===== config.mk =====
export PLATFORM = sky130hd
export DESIGN_NAME = pixel_write_queue
export DESIGN_NICKNAME = d
export VERILOG_FILES = /design/src/rtl/pixel_write_queue_pkg.sv /design/src/rtl/pixel_write_queue_fifo.sv /design/src/rtl/pixel_write_queue.sv
export SDC_FILE = /design/constraint.sdc
export NUM_CORES = 1
export LEC_CHECK = 0
export ABC_AREA = 1
export CAP_MARGIN = 20
export CORE_AREA = 2 2 241 148
export CTS_CLUSTER_DIAMETER = 50
export DETAILED_ROUTE_END_ITERATION = 7
export DIE_AREA = 0 0 243 150
export PLACE_DENSITY = 0.71
export SETUP_SLACK_MARGIN = 0.3
export SLEW_MARGIN = 0
export SYNTH_ARGS = -nofsm -noshare
export SYNTH_HDL_FRONTEND = slang
export SYNTH_SLANG_ARGS = --single-unit

===== constraint.sdc =====
create_clock -name clock -period 3.39 [get_ports clock]
set_input_delay 0.678 -clock clock [delete_from_list [all_inputs] [get_ports clock]]
set_output_delay 0.678 -clock clock [all_outputs]
set_load 0.01 [all_outputs]

===== src/rtl/pixel_write_queue_pkg.sv =====
// Shared graphics constants and the pixel record stored in the write queue.
// Reused by the map/link/enemy draw code; ON/OFF are the 1-bit level names.
package pixel_write_queue_pkg;

  localparam int SCREEN_W   = 320;
  localparam int SCREEN_H   = 240;
  localparam int FB_ADDR_W  = 17;
  localparam int COLOUR_W   = 6;
  localparam int X_W        = 9;
  localparam int Y_W        = 8;
  localparam int FIFO_DEPTH = 16;

  localparam logic ON  = 1'b1;
  localparam logic OFF = 1'b0;

  // One queued pixel: raw coordinates plus colour (2b R, 2b G, 2b B).
  typedef struct packed {
    logic [X_W-1:0]      x;
    logic [Y_W-1:0]      y;
    logic [COLOUR_W-1:0] colour;
  } pixel_t;

  localparam int PIXEL_W = $bits(pixel_t);

endpackage


===== src/rtl/pixel_write_queue_fifo.sv =====
// Synchronous FIFO holding pixel records, with occupancy count and flags.
// The caller only asserts wr_en when there is room (or a read happens in the
// same cycle) and only asserts rd_en when not empty. DEPTH is a power of two
// so the pointers wrap naturally.
module pixel_write_queue_fifo
  import pixel_write_queue_pkg::*;
#(
  parameter int DEPTH = FIFO_DEPTH,
  parameter int WIDTH = PIXEL_W
) (
  input  logic                     clock,
  input  logic                     reset,
  input  logic                     wr_en,
  input  logic [WIDTH-1:0]         wr_data,
  input  logic                     rd_en,
  output logic [WIDTH-1:0]         rd_data,
  output logic [$clog2(DEPTH):0]   count,
  output logic                     full,
  output logic                     empty
);

  localparam int PTR_W = $clog2(DEPTH);
  localparam int CNT_W = PTR_W + 1;

  logic [WIDTH-1:0] mem_q [DEPTH];
  logic [PTR_W-1:0] wr_ptr_q;
  logic [PTR_W-1:0] rd_ptr_q;
  logic [CNT_W-1:0] count_q;

  // Storage array: written at the tail, no reset needed.
  always_ff @(posedge clock) begin
    if (wr_en) begin
      mem_q[wr_ptr_q] <= wr_data;
    end
  end

  // Pointers and occupancy; simultaneous read and write leave count unchanged.
  always_ff @(posedge clock or posedge reset) begin
    if (reset) begin
      wr_ptr_q <= '0;
      rd_ptr_q <= '0;
      count_q  <= '0;
    end else begin
      if (wr_en) wr_ptr_q <= wr_ptr_q + PTR_W'(1);
      if (rd_en) rd_ptr_q <= rd_ptr_q + PTR_W'(1);
      case ({wr_en, rd_en})
        2'b10:   count_q <= count_q + CNT_W'(1);
        2'b01:   count_q <= count_q - CNT_W'(1);
        default: count_q <= count_q;
      endcase
    end
  end

  assign rd_data = mem_q[rd_ptr_q];
  assign count   = count_q;
  assign full    = (count_q == CNT_W'(DEPTH));
  assign empty   = (count_q == '0);

endmodule


===== src/rtl/pixel_write_queue.sv =====
// Pixel write queue: clips datapath pixel writes to the visible screen,
// buffers them in a FIFO and drains them to the framebuffer write port
// through a single output register, converting (x,y) to y*SCREEN_W + x.
// Optional build macro PWQ_STATS_EN adds saturating transfer/clip counters.
//
// Framebuffer handshake: mem_we is the valid. A write transfers on a rising
// edge where mem_we and mem_ready are both high. While mem_we=1 and
// mem_ready=0, mem_we/mem_addr/mem_data hold stable. mem_ready is ignored
// while mem_we=0.
module pixel_write_queue
  import pixel_write_queue_pkg::*;
#(
  parameter int DEPTH    = FIFO_DEPTH,
  parameter int SCREEN_W = pixel_write_queue_pkg::SCREEN_W,
  parameter int SCREEN_H = pixel_write_queue_pkg::SCREEN_H,
  parameter int ADDR_W   = FB_ADDR_W
) (
  input  logic                clock,
  input  logic                reset,
  input  logic [X_W-1:0]      x_position,
  input  logic [Y_W-1:0]      y_position,
  input  logic [COLOUR_W-1:0] colour,
  input  logic                VGA_enable,
  input  logic                clear_overflow,
  output logic [ADDR_W-1:0]   mem_addr,
  output logic [COLOUR_W-1:0] mem_data,
  output logic                mem_we,
  input  logic                mem_ready,
  output logic                drained,
  output logic                overflow
`ifdef PWQ_STATS_EN
  ,
  output logic [15:0]         stat_written,
  output logic [15:0]         stat_clipped
`endif
);

  localparam int                CNT_W      = $clog2(DEPTH) + 1;
  localparam logic [ADDR_W-1:0] ROW_STRIDE = ADDR_W'(SCREEN_W);

  pixel_t              wr_pixel;
  pixel_t              head;
  logic [CNT_W-1:0]    fifo_count;
  logic [CNT_W-1:0]    count_d;
  logic                fifo_full;
  logic                fifo_empty;

  logic                in_range;
  logic                strobe_clipped;
  logic                load;
  logic                pop;
  logic                push;
  logic                drop;

  logic                mem_we_q,   mem_we_d;
  logic [ADDR_W-1:0]   mem_addr_q, mem_addr_d;
  logic [COLOUR_W-1:0] mem_data_q, mem_data_d;
  logic                overflow_q;
  logic                drained_q;

  // Clip: only strobes landing on the visible screen enter the queue.
  assign in_range       = VGA_enable && (int'(x_position) < SCREEN_W)
                                     && (int'(y_position) < SCREEN_H);
  assign strobe_clipped = VGA_enable && !in_range;

  // Output register refills when empty or when its write completes this edge.
  assign load = !mem_we_q || mem_ready;
  assign pop  = load && !fifo_empty;
  // A full FIFO still takes a pixel when the head leaves in the same cycle.
  assign push = in_range && (!fifo_full || pop);
  assign drop = in_range && !push;

  assign wr_pixel = '{x: x_position, y: y_position, colour: colour};

  pixel_write_queue_fifo #(
    .DEPTH (DEPTH),
    .WIDTH (PIXEL_W)
  ) u_fifo (
    .clock   (clock),
    .reset   (reset),
    .wr_en   (push),
    .wr_data (wr_pixel),
    .rd_en   (pop),
    .rd_data (head),
    .count   (fifo_count),
    .full    (fifo_full),
    .empty   (fifo_empty)
  );

  // Next output-stage contents and next FIFO occupancy.
  always_comb begin
    mem_we_d   = mem_we_q;
    mem_addr_d = mem_addr_q;
    mem_data_d = mem_data_q;
    count_d    = fifo_count;
    if (load) begin
      mem_we_d = pop;
      if (pop) begin
        mem_addr_d = ADDR_W'(head.y) * ROW_STRIDE + ADDR_W'(head.x);
        mem_data_d = head.colour;
      end
    end
    if (push && !pop) begin
      count_d = fifo_count + CNT_W'(1);
    end else if (pop && !push) begin
      count_d = fifo_count - CNT_W'(1);
    end
  end

  // Output register; drained tracks the state being entered so it never lags.
  always_ff @(posedge clock or posedge reset) begin
    if (reset) begin
      mem_we_q   <= OFF;
      mem_addr_q <= '0;
      mem_data_q <= '0;
      drained_q  <= ON;
    end else begin
      mem_we_q   <= mem_we_d;
      mem_addr_q <= mem_addr_d;
      mem_data_q <= mem_data_d;
      drained_q  <= (count_d == '0) && !mem_we_d;
    end
  end

  // Sticky overflow: a drop in the same cycle beats a clear request.
  always_ff @(posedge clock or posedge reset) begin
    if (reset) begin
      overflow_q <= OFF;
    end else if (drop) begin
      overflow_q <= ON;
    end else if (clear_overflow) begin
      overflow_q <= OFF;
    end
  end

`ifdef PWQ_STATS_EN
  logic [15:0] stat_written_q;
  logic [15:0] stat_clipped_q;

  // Saturating counters of completed writes and clipped strobes.
  always_ff @(posedge clock or posedge reset) begin
    if (reset) begin
      stat_written_q <= '0;
      stat_clipped_q <= '0;
    end else if (clear_overflow) begin
      stat_written_q <= '0;
      stat_clipped_q <= '0;
    end else begin
      if (mem_we_q && mem_ready && (stat_written_q != 16'hFFFF)) begin
        stat_written_q <= stat_written_q + 16'd1;
      end
      if (strobe_clipped && (stat_clipped_q != 16'hFFFF)) begin
        stat_clipped_q <= stat_clipped_q + 16'd1;
      end
    end
  end

  assign stat_written = stat_written_q;
  assign stat_clipped = stat_clipped_q;
`endif

  assign mem_we   = mem_we_q;
  assign mem_addr = mem_addr_q;
  assign mem_data = mem_data_q;
  assign drained  = drained_q;
  assign overflow = overflow_q;

endmodule


==> flow_summary.json, run 1 <==
{
  "fin_cells": 1949,
  "p_leak_nw": 7.07,
  "pin_count": 54,
  "dr.pass1.iters": 5,
  "die_x_microns": 243,
  "synth_edf_count": 368,
  "synth_cells": 1334,
  "synth.largest_area_cell": "edfxtp_1",
  "period_needed_ns": 3.34,
  "die_y_microns": 150,
  "avgRoutedWirePerCell_microns": 22.5,
  "hold_path.class": "register to register",
  "slew_violations": 0,
  "ctsHoldBuffers": 0,
  "place_ws_ns": 0.0181,
  "cts_tree": "built",
  "start_kind": "register",
  "clock_skew_ns": 0.0205,
  "diodes": 0,
  "grt_max_degree": 57,
  "clk_pin_slew_worst_paths_ns": 0.07,
  "yosys_warnings": 0,
  "rsz0062_at_grt": "true",
  "clockRootBuffer": "clkbuf_16",
  "outcome": "completed",
  "synthTopCellsByCount": "368 x edfxtp_1, 200 x nor2_1, 174 x o21ai_0, 153 x nand2_1, 51 x inv_1",
  "port_buffers": 53,
  "final_nets": 1510,
  "grt_pass1_wl_mm": 65.3,
  "synth_cell_types": 40,
  "min_period_over_period": 0.986,
  "synth_flop_cell": "edfxtp_1",
  "rows": 53,
  "hold_viol_final": 0,
  "vias": 11399,
  "slew_headroom": 0.389,
  "synth_nets": 1390,
  "drt-vias-per-instance": 5.85,
  "async_reset_ff_frac": 0.0958,
  "path_class": "register to register",
  "drt_wl_total_mm": 43.8,
  "dp_hpwl_mm": 26.0,
  "critPathCaptureType": "register",
  "ctsHtreeMaxLevel": 2,
  "grt_pass1_vias": 10544,
  "drive_above_1_share": 0.159,
  "drt-initial-drc-count": 1527,
  "syn2layout_area_growth_pct": 18.9,
  "synth_seq_cells": 407,
  "clockBufferDepth": 3,
  "max_cap_viol_count": 0,
  "start_util": 0.491,
  "coreArea_sq_um": 34400,
  "setup_viol": 0,
  "synth_most_common_cell": "edfxtp_1",
  "crit_required_ns": 3.82,
  "tightest_slew_ns": 0.916,
  "hold_path_depth": 2,
  "layout_setup_ws_ns": 0.0470,
  "synth.avg_cell_area_sq_um": 12.7,
  "die-area_sq_um": 36500,
  "power_density_nw_per_um2": 1030,
  "worstPathArrival_ns": 3.77,
  "yosysSeqAreaShare": 0.713,
  "clk_latency_ns": 0.54,
  "drtAntennaViolNets": 0,
  "overflow": 0,
  "numClockSinks": 407,
  "reg2regPathDepth": 16,
  "route.detailed.drc": 0,
  "ir_drop_mv": 0.740,
  "max_freq_ghz": 0.299,
  "gp_congestion": 0.863,
  "synth_top_area_share": 0.655,
  "dp.cells": 1870,
  "syn-cell-area_sq_um": 16900,
  "antenna_found_initial": 0,
  "cts_made_buffers": 37,
  "crit_fanout": 17,
  "synthTopCellsByArea": "edfxtp_1 65%, dfrtp_1 5.6%, o21ai_0 5.2%, nor2_1 4.4%, nand2_1 3.4%",
  "grt_use_total": 0.240
}
where the power goes:
part | total, mW | internal, mW | switching, mW
registers | 6.25 | 5.99 | 0.257
clock network | 4.06 | 2.24 | 1.82
logic | 10.4 | 4.28 | 6.08
sequential cells by signal, indices dropped and copies added (netlist names):
signal	flops
u_fifo.count	5
drained	1
mem_addr	17
u_fifo.rd_ptr_q	4
mem_data	6
u_fifo.mem_q	368
u_fifo.wr_ptr_q	4
mem_we	1
overflow	1
cells by family after synthesis:
group                    Yosys count  synth area share
adder cells (fa/ha/maj)           28            0.0216
multiplexers                       4           0.00237
AND/OR/NAND/NOR                  418             0.102
AO/OA/AOI/OAI                    325             0.114
buffers and inverters            137            0.0400
XOR/XNOR                          15           0.00823
flip-flops                       407             0.713
worst paths after layout:
path                            slack (ns)                 end          startpoint
worst max-delay path                  0.05        mem_addr[13]  u_fifo.rd_ptr_q[0]
worst min-delay path                  0.49         mem_addr[7]         mem_addr[7]
worst max register to register        0.05        mem_addr[13]  u_fifo.rd_ptr_q[0]
worst min register to register        0.49         mem_addr[7]         mem_addr[7]
max in group asynchronous             2.06  u_fifo.rd_ptr_q[0]               reset
min in group asynchronous             0.67     u_fifo.count[3]               reset
worst max-delay path: stages, from the launching register on:
cell and delay [ns]:
dfrtp_4 0.49, buf_12 0.16, buf_12 0.14, o21ai_1 0.16, o22ai_1 0.10, o211ai_1 0.20, nand2_2 0.19, ha_4 0.22
ha_4 0.17, fa_2 0.54, nand2_2 0.06, nor2_1 0.11, nand2_1 0.11, a21oi_4 0.16, buf_4 0.13, a21oi_1 0.06
o31ai_1 0.22
cell type report:
cell class	count	area, sq um
Timing Repair inverter	1	6.26
Timing Repair Buffer	159	1650
Clock buffer	47	995
Multi-Input combinational cell	790	4400
Tap cell	467	584
Inverter	58	235
Clock inverter	20	158
Fill cell	2741	14300
Sequential cell	407	12000
through the flow:
step	power [mW]	cell area, sq um	TNS (ns)	util	hold WS (ns)
floorplan	12.0	16900	0	-	0.504
global placement	15.2	18500	0	0.540	0.465
detailed placement	15.4	18500	0	0.540	0.473
CTS	20.0	19900	0	0.579	0.488
global route	21.9	20100	-0.184	0.584	0.509
finish	20.7	20100	0	0.584	0.487
routing by layer:
| layer | vias up | part of all wire | GRT usage |
|---|---|---|---|
| li1 | 5115 | - | - |
| met1 | 5539 | 0.44 | 0.367 |
| met3 | 81 | 0.12 | 0.0595 |
| met2 | 664 | 0.43 | 0.346 |
| met5 | - | 0 | 0 |
| met4 | 0 | 0.019 | 0.0571 |
timing repair:
item                       in CTS  in global routing
gates resized for setup        33                 55
gates cloned                    3                  2
setup endpoints to repair       7                  8
buffers inserted                5                  2
pin swaps                      12                 14
placed cells by master, fill, tap and decap left out, types with 9 or more instances in the layout:
cell type | synthesis | routed
edfxtp_1 | 368 | 368
nor2_1 | 200 | 183
o21ai_0 | 174 | 147
nand2_1 | 153 | 144
buf_4 | 10 | 72
clkdlybuf4s50_1 | 0 | 53
o21ai_1 | 32 | 51
inv_1 | 51 | 49
o221ai_1 | 50 | 49
nand3_1 | 45 | 43
clkbuf_16 | 0 | 38
dfrtp_1 | 38 | 35
o22ai_1 | 33 | 33
buf_12 | 0 | 21
ha_1 | 26 | 19
nor2_2 | 1 | 15
o211ai_1 | 14 | 14
a21oi_1 | 15 | 13
nand2_2 | 2 | 11
xor2_1 | 11 | 11
buf_6 | 8 | 9
(Power assumes the default switching activity.)
==> run 2: changes to the inputs <==
--- a/config.mk
+++ b/config.mk
@@ -8,7 +8,7 @@
 export ABC_AREA = 1
 export CAP_MARGIN = 20
 export CORE_AREA = 2 2 241 148
-export CTS_CLUSTER_DIAMETER = 50
+export CTS_CLUSTER_DIAMETER = 120
 export DETAILED_ROUTE_END_ITERATION = 7
 export DIE_AREA = 0 0 243 150
 export PLACE_DENSITY = 0.71
==> flow_summary.json, run 2 (synthesized netlist as in run 1, its figures left out) <==
{
  "hold_path_end": "mem_addr[7]",
  "setup_viol": 0,
  "slew_headroom": 0.385,
  "clockRootBuffer": "clkbuf_16",
  "rr_startpoint": "u_fifo.rd_ptr_q[0]",
  "rows": 53,
  "max_freq_ghz": 0.299,
  "drtAntennaViolNets": 0,
  "clock_skew_ns": 0.0258,
  "grt_use_total": 0.240,
  "vias": 11322,
  "drive_above_1_share": 0.158,
  "drt-initial-drc-count": 1591,
  "seq_area_sq_um": 12000,
  "place_ws_ns": 0.0181,
  "mostFrequentLayoutCells": "368 x edfxtp_1, 183 x nor2_1, 147 x o21ai_0",
  "top_usage_layer": "met1",
  "start_kind": "register",
  "cts_made_buffers": 37,
  "worstPathArrival_ns": 3.77,
  "r2r-end": "mem_addr[13]",
  "ctsHtreeMaxLevel": 2,
  "pin_count": 54,
  "numClockSinks": 407,
  "start_util": 0.491,
  "layout_setup_ws_ns": 0.0445,
  "rsz0062_at_grt": "true",
  "top_register": "u_fifo.mem_q",
  "dr.pass1.iters": 5,
  "met1_usage": 0.369,
  "outcome": "completed",
  "clk_latency_ns": 0.54,
  "largest_reg_flops": 368,
  "grtUsageMet2": 0.345,
  "reg2regPathDepth": 16,
  "r2r_slack_ns": 0.04,
  "hold_ws_ns": 0.489,
  "final_common_cell": "edfxtp_1",
  "grt_pass1_vias": 10517,
  "grtUsageMet3": 0.0561,
  "coreArea_sq_um": 34400,
  "path_class": "register to register",
  "overflow": 0,
  "avgRoutedWirePerCell_microns": 22.4,
  "syn2layout_area_growth_pct": 19.0,
  "crit_fanout": 9,
  "min_period_over_period": 0.987,
  "die-area_sq_um": 36500,
  "min-delay-start": "mem_addr[7]",
  "cts_tree": "built",
  "crit_required_ns": 3.81,
  "grt_max_degree": 57,
  "hold_viol_final": 0,
  "antenna_found_initial": 0,
  "port_buffers": 53,
  "drt_wl_total_mm": 43.7,
  "route.detailed.drc": 0,
  "hold_path.class": "register to register",
  "final_nets": 1510,
  "dp_hpwl_mm": 26.0,
  "fillers": 2723,
  "grt_pass1_wl_mm": 65.3,
  "clockBufferDepth": 3,
  "period_needed_ns": 3.35,
  "final_util": 0.585,
  "die_x_microns": 243,
  "critPathCaptureType": "register",
  "diodes": 0,
  "clk_pin_slew_worst_paths_ns": 0.07,
  "max_cap_viol_count": 0,
  "ir_drop_mv": 0.767,
  "gp_congestion": 0.863,
  "power_density_nw_per_um2": 1030,
  "p_leak_nw": 7.07,
  "slew_violations": 0,
  "multi_input_area_sq_um": 4400,
  "drt-vias-per-instance": 5.81,
  "tightest_slew_ns": 0.921,
  "hold_path_depth": 2,
  "die_y_microns": 150
}
run 2: worst max-delay path by stage:
stage / from / to / slack [ns] / depth (start not counted)
CTS: u_fifo.rd_ptr_q[0] / mem_addr[15] / 0.16 / 19
global route: u_fifo.rd_ptr_q[0] / mem_addr[13] / -0.09 / 16
detailed placement: u_fifo.rd_ptr_q[0] / mem_addr[15] / 0.02 / 18
floorplan: u_fifo.rd_ptr_q[0] / mem_addr[15] / 0.22 / 19
finish: u_fifo.rd_ptr_q[0] / mem_addr[13] / 0.04 / 16
global placement: u_fifo.rd_ptr_q[0] / mem_addr[15] / 0.08 / 16
run 2: timing repair:
item,4_1_cts,5_1_grt
pin swaps,12,14
buffers inserted,5,2
gates resized for setup,33,55
hold buffers,0,0
endpoints found under the setup margin,7,8
gates cloned,3,2
run 2: cell type report:
type                            instances  share of cell area
Timing Repair inverter                  1            0.000311
Tap cell                              467              0.0291
Clock buffer                           46              0.0493
Clock inverter                         21             0.00916
Sequential cell                       407               0.599
Inverter                               58              0.0117
Multi-Input combinational cell        790               0.219
Timing Repair Buffer                  159              0.0822
run 2: metal layers:
layer	wire length, microns	part of all wire
met5	0	0
met4	806	0.018
met3	4680	0.11
met2	18700	0.43
met1	19500	0.45
run 2: worst max-delay path, cell delays in order (launching register included):
cell and delay [ns]:
dfrtp_4 0.49, buf_12 0.15, buf_6 0.13, o21ai_0 0.15
o22ai_1 0.10, o211ai_1 0.25, nand2_2 0.13, ha_4 0.24
ha_4 0.17, fa_2 0.54, nand2_2 0.06, nor2_1 0.11
nand2_1 0.11, a21oi_4 0.16, buf_4 0.13, a21oi_1 0.06
o31ai_1 0.22
run 2: where the power goes:
group          internal [mW]  total, mW  leakage [nW]  switching (mW)
registers               5.99       6.25          3.78           0.256
logic                   4.28       10.3          2.72            6.07
clock network           2.31       4.13         0.569            1.81
total                   12.6       20.7          7.07            8.14
run 2: per-stage QoR:
| step | cells | total power [mW] | setup TNS [ns] | area, sq um |
|---|---|---|---|---|
| 5_1_grt | 1949 | 22.0 | -0.184 | 20100 |
| 6_report | 1949 | 20.7 | 0 | 20100 |
| 3_5_place_dp | 1870 | 15.4 | 0 | 18500 |
| 3_3_place_gp | 1870 | 15.2 | 0 | 18500 |
| 2_1_floorplan | 1334 | 12.0 | 0 | 16900 |
| 4_1_cts | 1945 | 20.0 | 0 | 19900 |
==> run 3: changes to the inputs <==
==> constraint.sdc (replaced) <==
create_clock -name clock -period 2.8 [get_ports clock]
set_input_delay 0.56 -clock clock [delete_from_list [all_inputs] [get_ports clock]]
set_output_delay 0.56 -clock clock [all_outputs]
set_load 0.01 [all_outputs]
==> flow_summary.json, run 3 (synthesized netlist as in run 1, its figures left out) <==
{
  "outcome": "complete, but fails checks",
  "violations": "setup timing",
  "intPower_mw": 16.1,
  "clockRootBuffer": "clkbuf_16",
  "reg2regPathDepth": 19,
  "die_x_microns": 243,
  "crit_start": "u_fifo.rd_ptr_q[0]",
  "clk_latency_ns": 0.54,
  "fin_cells": 1989,
  "worst-path-stages": 19,
  "path_class": "register to register",
  "antenna_found_initial": 0,
  "clockBufferDepth": 3,
  "p_leak_nw": 7.35,
  "crit_required_ns": 3.22,
  "grt_pass1_vias": 10929,
  "switchingPower_mw": 10.2,
  "crit_end": "mem_addr[15]",
  "final_common_cell": "edfxtp_1",
  "fillers": 2619,
  "grt_pass1_wl_mm": 65.4,
  "cp.buffers_inverters": 4,
  "cp_slowest_stage_delay_ns": 0.58,
  "max_freq_ghz": 0.294,
  "hold_path.class": "register to register",
  "clk_pin_slew_worst_paths_ns": 0.06,
  "switching_share": 0.386,
  "crit_fanout": 12,
  "tightest_slew_ns": 0.815,
  "p_clk_frac": 0.197,
  "cts_tree": "built",
  "start_util": 0.491,
  "final_nets": 1550,
  "drive_above_1_share": 0.194,
  "critPathCaptureType": "register",
  "worstPathCellList": "buf_4 -> inv_6 -> buf_4 -> nor2_1 -> o221ai_1 -> o211ai_1 -> nand2_2 -> buf_6 -> ha_4 -> fa_2 -> nand2_2 -> nor2_2 -> nand2_2 -> a21oi_4 -> nand3_2 -> nor2_2 -> nand3_1 -> nand3_1 -> nand2_1",
  "r2r-end": "mem_addr[15]",
  "top_register": "u_fifo.mem_q",
  "worstPathArrival_ns": 3.81,
  "min_period_over_period": 1.21,
  "rr_startpoint": "u_fifo.rd_ptr_q[0]",
  "cts_made_buffers": 36,
  "vias": 11621,
  "drt-vias-per-instance": 5.84,
  "comb_power_share": 0.515,
  "drt-initial-drc-count": 1578,
  "drt_wl_total_mm": 44.7,
  "ir_drop_mv": 0.911,
  "numClockSinks": 407,
  "slew_violations": 0,
  "die_y_microns": 150,
  "layout_setup_ws_ns": -0.598,
  "route.detailed.drc": 0,
  "coreArea_sq_um": 34400,
  "rows": 53,
  "hold_viol_final": 0,
  "grt_max_degree": 57,
  "dp_hpwl_mm": 25.9,
  "sequentialPowerShare": 0.287,
  "period_needed_ns": 3.40,
  "dp.cells": 1902,
  "rsz0062_at_grt": "true",
  "syn2layout_area_growth_pct": 22.0,
  "slew_headroom": 0.456,
  "place_ws_ns": -0.661,
  "setup_viol": 8,
  "r2r_slack_ns": -0.60,
  "critical-path-top-delay-family": "simple AND/OR/NAND/NOR gates",
  "largest_reg_flops": 368,
  "drtAntennaViolNets": 0,
  "max_cap_viol_count": 0,
  "clock_skew_ns": 0.0229,
  "pin_count": 54,
  "power_density_nw_per_um2": 1280,
  "ctsHoldBuffers": 0,
  "die-area_sq_um": 36500,
  "mostFrequentLayoutCells": "368 x edfxtp_1, 180 x nor2_1, 150 x o21ai_0",
  "avgRoutedWirePerCell_microns": 22.5,
  "overflow": 0,
  "start_kind": "register",
  "port_buffers": 53,
  "dr.pass1.iters": 7,
  "diodes": 0,
  "cpMaxStageDelayCell": "fa_2",
  "grt_use_total": 0.240,
  "gp_congestion": 0.849,
  "ctsHtreeMaxLevel": 2,
  "crit_top_cell": "nand2_2"
}
==> run 3: worst min-delay path by stage <==
stage                        from                  to  slack [ns]  cells after the start
3_5_place_dp          mem_addr[0]         mem_addr[0]        0.47                      2
6_report              mem_addr[0]         mem_addr[0]        0.48                      2
3_3_place_gp          mem_data[4]         mem_data[4]        0.47                      2
4_1_cts               mem_addr[0]         mem_addr[0]        0.48                      2
2_1_floorplan  u_fifo.wr_ptr_q[2]  u_fifo.wr_ptr_q[2]        0.51                      2
5_1_grt              mem_addr[15]        mem_addr[15]        0.50                      2
==> run 3: routing by layer <==
metal,part of all wire,wire length [microns],vias to the layer above,track usage
met3,0.12,5220,88,0.0579
met2,0.45,20000,692,0.367
met4,0.022,963,0,0.0675
met5,0,0,-,0
met1,0.41,18500,5657,0.345
li1,-,-,5184,-
==> run 3: what timing repair did <==
action	4_1_cts	5_1_grt
pin swaps	5	36
endpoints found under the setup margin	184	382
resized for setup	17	75
endpoints found under the hold margin	0	0
setup buffers	2	14
gates cloned	0	5
==> run 3: power by group through the flow <==
stage	sequential [mW]	clock (mW)	combinational, mW
after floorplan	7.66	0	7.02
after global routing	7.61	5.51	14.8
final	7.56	5.19	13.6
after detailed placement	7.65	0	11.5
after global placement	7.64	0	11.2
after CTS	7.54	5.24	11.8
==> run 3: cell type report <==
| class | count | area, sq um | share of cell area |
|---|---|---|---|
| clock inverter | 20 | 236 | 0.0115 |
| inverter | 58 | 235 | 0.0114 |
| tap | 467 | 584 | 0.0284 |
| multi-input combinational | 790 | 4450 | 0.216 |
| timing repair buffer | 200 | 2060 | 0.0999 |
| clock buffer | 46 | 991 | 0.0481 |
| timing repair inverter | 1 | 8.76 | 0.000425 |
| sequential | 407 | 12000 | 0.584 |
==> run 3: worst reg2reg max path: cells and delay by family (launching register included) <==
kind,cells,cell delay (ns)
simple gates,10,0.83
fa+ha+maj,2,0.78
buf+inv,4,0.61
flops,1,0.57
compound gates,3,0.51
==> run 3: through the flow <==
stage,hold slack (ns),utilization,instance area (sq um),setup TNS (ns),total power [mW]
detailed placement,0.467,0.548,18800,-102.69,19.2
global route,0.498,0.600,20600,-4.63,27.9
finish,0.478,0.600,20600,-3.43,26.3
floorplan,0.505,-,17000,-1.17,14.7
CTS,0.484,0.586,20100,-2.80,24.6
global placement,0.465,0.548,18800,-75.20,18.8
